File: config.mk
export PLATFORM = sky130hd
export DESIGN_NAME = fifo_stream_reader
export DESIGN_NICKNAME = d
export VERILOG_FILES = /design/src/rtl/fifo_pkg.sv /design/src/rtl/skid_buf2.sv /design/src/rtl/fifo_stream_reader.sv
export SDC_FILE = /design/constraint.sdc
export NUM_CORES = 1
export LEC_CHECK = 0
export BUFFER_PORTS_ARGS = -buffer_cell sky130_fd_sc_hd__buf_2
export CORE_MARGIN = 2
export CORE_UTILIZATION = 39
export CTS_CLUSTER_SIZE = 12
export DETAILED_ROUTE_END_ITERATION = 8
export SLEW_MARGIN = 20
export SYNTH_ARGS = -nofsm -noshare
export SYNTH_HDL_FRONTEND = slang
export SYNTH_SLANG_ARGS = --single-unit
export TNS_END_PERCENT = 30
File: constraint.sdc
create_clock -name clk -period 2.2 [get_ports clk]
set_input_delay 0.11 -clock clk [delete_from_list [all_inputs] [get_ports clk]]
set_output_delay 0.11 -clock clk [all_outputs]
set_load 0.01 [all_outputs]
File: src/rtl/fifo_pkg.sv
// rtl/fifo_pkg.sv - shared widths, FIFO depth and output-buffer state encoding
package fifo_pkg;

  localparam int DATA_W_DEFAULT = 8;
  localparam int FIFO_DEPTH     = 16;

  typedef enum logic [1:0] {
    EMPTY = 2'd0,
    ONE   = 2'd1,
    TWO   = 2'd2
  } buf_state_t;

endpackage

File: src/rtl/skid_buf2.sv
// rtl/skid_buf2.sv - two-entry in-order output buffer, oldest entry always in slot0
module skid_buf2
  import fifo_pkg::*;
#(
  parameter int DATA_W = DATA_W_DEFAULT
) (
  input  logic              clk,
  input  logic              rst,
  input  logic              push,
  input  logic [DATA_W-1:0] data_in,
  input  logic              pop,
  output logic [DATA_W-1:0] data_out,
  output logic [1:0]        occupancy
);

  buf_state_t        state;
  logic [DATA_W-1:0] slot0;
  logic [DATA_W-1:0] slot1;
  logic              pop_eff;

  assign pop_eff   = pop && (state != EMPTY);
  assign data_out  = slot0;
  assign occupancy = state;

  // Occupancy FSM; slot0 is the head, so data_out never needs a mux.
  always_ff @(posedge clk) begin
    if (rst) begin
      state <= EMPTY;
    end else begin
      case (state)
        EMPTY: begin
          if (push) begin
            slot0 <= data_in;
            state <= ONE;
          end
        end
        ONE: begin
          case ({push, pop_eff})
            2'b10: begin
              slot1 <= data_in;
              state <= TWO;
            end
            2'b01: state <= EMPTY;
            2'b11: slot0 <= data_in;
            default: ;
          endcase
        end
        TWO: begin
          // push without pop cannot happen here: the reader never over-requests.
          if (pop_eff) begin
            slot0 <= slot1;
            if (push) slot1 <= data_in;
            else      state <= ONE;
          end
        end
        default: state <= EMPTY;
      endcase
    end
  end

endmodule

File: src/rtl/fifo_stream_reader.sv
// rtl/fifo_stream_reader.sv - pops a synchronous FIFO and presents its bytes as a valid/ready stream
module fifo_stream_reader
  import fifo_pkg::*;
#(
  parameter int DATA_W = DATA_W_DEFAULT
) (
  input  logic              clk,
  input  logic              rst,
  input  logic              en,
  output logic              fifo_rd,
  input  logic [DATA_W-1:0] fifo_dout,
  input  logic              fifo_empty,
  input  logic              fifo_full,
  input  logic              fifo_wr,
  output logic [DATA_W-1:0] m_data,
  output logic              m_valid,
  input  logic              m_ready,
  output logic [15:0]       pop_cnt
);

  logic       pop_ok;
  logic       inflight;
  logic       handshake;
  logic [1:0] occupancy;
  logic [2:0] demand;

  assign handshake = m_valid && m_ready;
  // Slots that will be taken next cycle if nothing new is popped now.
  assign demand    = {1'b0, occupancy} + {2'b00, inflight} - {2'b00, handshake};
  assign fifo_rd   = !rst && en && !fifo_empty && (demand < 3'd2);
  // A concurrent successful write wins inside the FIFO, so the pop is lost.
  assign pop_ok    = fifo_rd && !fifo_empty && !(fifo_wr && !fifo_full);
  assign m_valid   = !rst && (buf_state_t'(occupancy) != EMPTY);

  // One pop in flight: FIFO read data becomes valid the cycle after pop_ok.
  always_ff @(posedge clk) begin
    if (rst) inflight <= 1'b0;
    else     inflight <= pop_ok;
  end

  // Count delivered bytes; wraps naturally at 16 bits.
  always_ff @(posedge clk) begin
    if (rst)            pop_cnt <= '0;
    else if (handshake) pop_cnt <= pop_cnt + 16'd1;
  end

  skid_buf2 #(.DATA_W(DATA_W)) u_buf (
    .clk       (clk),
    .rst       (rst),
    .push      (inflight),
    .data_in   (fifo_dout),
    .pop       (handshake),
    .data_out  (m_data),
    .occupancy (occupancy)
  );

endmodule

==> metrics.yaml <==
cells_and_area:
  regArea_um2: 866
  multi_input_area_um2: 681
  nFillCells: 358
  nets: 223
  final_common_cell: "buf_2"
  area_growth_pct: 33.6
  antenna_cells: 0
  final_layout_size_suffix_gt1_share_pct: 40.3
  fin_util_pct: 53.7
  layout.cells.non_filler: 256
  layout_common_cells: "40 x buf_2, 17 x dfxtp_1, 16 x edfxtp_1"
timing:
  layout_setup_ws_ps: -119
  setup_tns_ps: -119
  setup_viol: 1
  hold_viol: 0
  min_period_ps: 2320
  finalCritPeriodShare_pct: 105
  slew_headroom_pct: 79.4
  finalClockSkew_ps: 8.27
  rsz0062_at_grt: "yes"
  slew_violations: 0
  max_freq_mhz: 431
  worstMarginPinSlew_ps: 307
critical_path:
  regToRegStartpoint: "u_buf.occupancy[0]"
  critPathKind: "flop to output port"
  r2r_slack_ps: 230
  crit_fanout: 2
  r2r-end: "inflight"
  cp.required_ps: 2090
  critPathLaunchType: "flop"
  crit_chain: "o21bai_4 -> inv_2 -> nand2_2 -> inv_2 -> ha_4 -> nand2b_4 -> fa_1 -> nand4bb_1 -> nor2_2 -> buf_2"
  cp-end-kind: "output port"
  cpMaxStageDelayCell: "fa_1"
  path_common_cell: "inv_2"
  max_stage_delay_ps: 530
  reg2reg_depth: 9
  critPathArrivalTime_ps: 2210
clock_network:
  clkLatencyLatePin_ps: 290
  ctsRootBufferMaster: "clkbuf_8"
  clkTransAtPathRegs_ps: 80
  cts.sinks: 35
  cts_tree: "yes"
  h-tree-depth: 2
  cts_max_path_buffers: 2
  cts_buffers: 5
logic_synthesis:
  synth_seq_cells: 35
  yosysWarnings: 0
  async_flop_share_pct: 0
  synth-edff-count: 16
  syn_inst: 146
  synth_area_mm2: 0.00158
  avgSynthCellArea_um2: 10.8
  syn_nets: 164
  synth_seq_area_share_pct: 54.3
  ys_types: 36
  synth_top_flop_cell: "dfxtp_1"
drt:
  routed_via_density: 5.00
  drt_iter0_drc: 64
  wl_um: 3350
  vias: 1279
  drc: 0
  antenna_left: 0
  avgRoutedWirePerCell_um: 13.1
  firstDrtPassIters: 6
min_path:
  min-delay-start: "fifo_dout[4]"
  hold_depth: 1
  hp-class: "input pin to flop"
  worstHoldEndpoint: "u_buf.slot1[4]"
pwr:
  power_density_mw_per_mm2: 683
  p_leak_uw: 0.000835
  total_power_uw: 1450
  clockPowerShare_pct: 47.5
  max-vdd-ir-drop_mv: 0.417
  power_switching_uw: 274
  pwr-share-comb_pct: 5.0
  p_int_uw: 1170
  sw_frac_of_total_pct: 18.9
  power_frac_seq_pct: 47.5
floorplanning:
  dieWidth_um: 67.7
  core_mm2: 0.00394
  fp.dieArea_mm2: 0.00459
  ios: 41
  row_count: 23
  initial_utilization_pct: 40.2
  chipHeight_um: 67.7
grt:
  grt_overflow: 0
  grt_max_degree: 22
  track_usage_pct: 15.8
  grt_pass1_wl_um: 5210
  grt_pass1_vias: 1188
  antenna_found_initial: 0
outcome:
  violations: "negative setup slack"
  status: "finished, violations left"
place:
  routabilityCongestion: 0.798
  pre_cts_slack_ps: 103
  portBuffers: 40
  dp_hpwl_um: 2340
  place_inst: 239
run:
  max-cap-violations: 0
how the worst max path moves through the flow:
stage                                   from  cells after the start       to
after detailed placement  u_buf.occupancy[0]                     10  fifo_rd
final                     u_buf.occupancy[0]                     10  fifo_rd
after floorplan           u_buf.occupancy[1]                     10  fifo_rd
after CTS                 u_buf.occupancy[0]                     10  fifo_rd
after global routing      u_buf.occupancy[0]                     10  fifo_rd
after global placement    u_buf.occupancy[0]                     10  fifo_rd
state kept, by name, summed over array words and instances (netlist names):
signal	cells
u_buf.slot1	8
inflight	1
u_buf.data_out	8
pop_cnt	16
u_buf.occupancy	2
through the flow:
step	area [um2]	hold slack [ps]
after floorplan	1590	209
after global placement	1880	304
after detailed placement	1880	307
after CTS	2080	3.62
after global routing	2120	1.76
final	2120	13.4
final cells by class:
type,instances,area share [%]
tap,50,2.96
multi-input combinational,98,32.2
inverter,7,1.24
timing repair buffer,58,16.3
sequential,35,40.9
clock inverter,3,3.19
clock buffer,5,3.25
critical path: cells and delay by family (launching register included):
family	cells	cell delay, ps
flops	1	350
compound gates	1	150
buf+inv	3	230
simple gates	4	440
fa+ha+maj	2	730
synthesized netlist by cell type, types with 4 or more instances:
cell	number	share of area, %
o21ai_0	9	2.8
inv_1	7	1.7
a21oi_1	11	3.5
nor3_1	4	1.3
edfxtp_1	16	30
nand4_1	4	1.6
xnor2_1	4	2.2
dfxtp_1	19	24
nor2_1	12	2.8
nand2b_1	4	1.6
nand2_1	8	1.9
mux2_2	8	5.7
or3_1	4	1.6
nand3_1	4	1.3
kinds of logic after synthesis:
kind of cell	share of synthesized area, %
compound gates	9.48
xor+xnor	3.87
fa+ha+maj	2.84
buf+inv	4.27
flops	54.3
mux	6.32
simple gates	18.9
routing by layer:
| layer | wire length [um] | vias up | track usage, % | part of all wire (%) |
|---|---|---|---|---|
| li1 | - | 643 | - | - |
| met2 | 1700 | 41 | 29.2 | 51 |
| met5 | 0 | - | 0 | 0 |
| met3 | 190 | 6 | 5.17 | 5.7 |
| met4 | 46 | 0 | 6.89 | 1.4 |
| met1 | 1410 | 589 | 15.9 | 42 |
power groups by stage:
stage	sequential, uW	clock, uW	combinational, uW
floorplan	703	0	32.3
global placement	702	0	56.4
detailed placement	702	0	59.6
CTS	687	705	66.7
global route	687	741	78.6
finish	687	688	72.3
timing repair:
action,4_1_cts,5_1_grt
buffers inserted,5,0
gates cloned,0,0
hold buffers,0,4
pin swaps,4,2
setup endpoints to repair,1,1
resized for setup,8,0
hold endpoints to repair,0,4
Note: power is estimated with default switching activity, not from simulation.
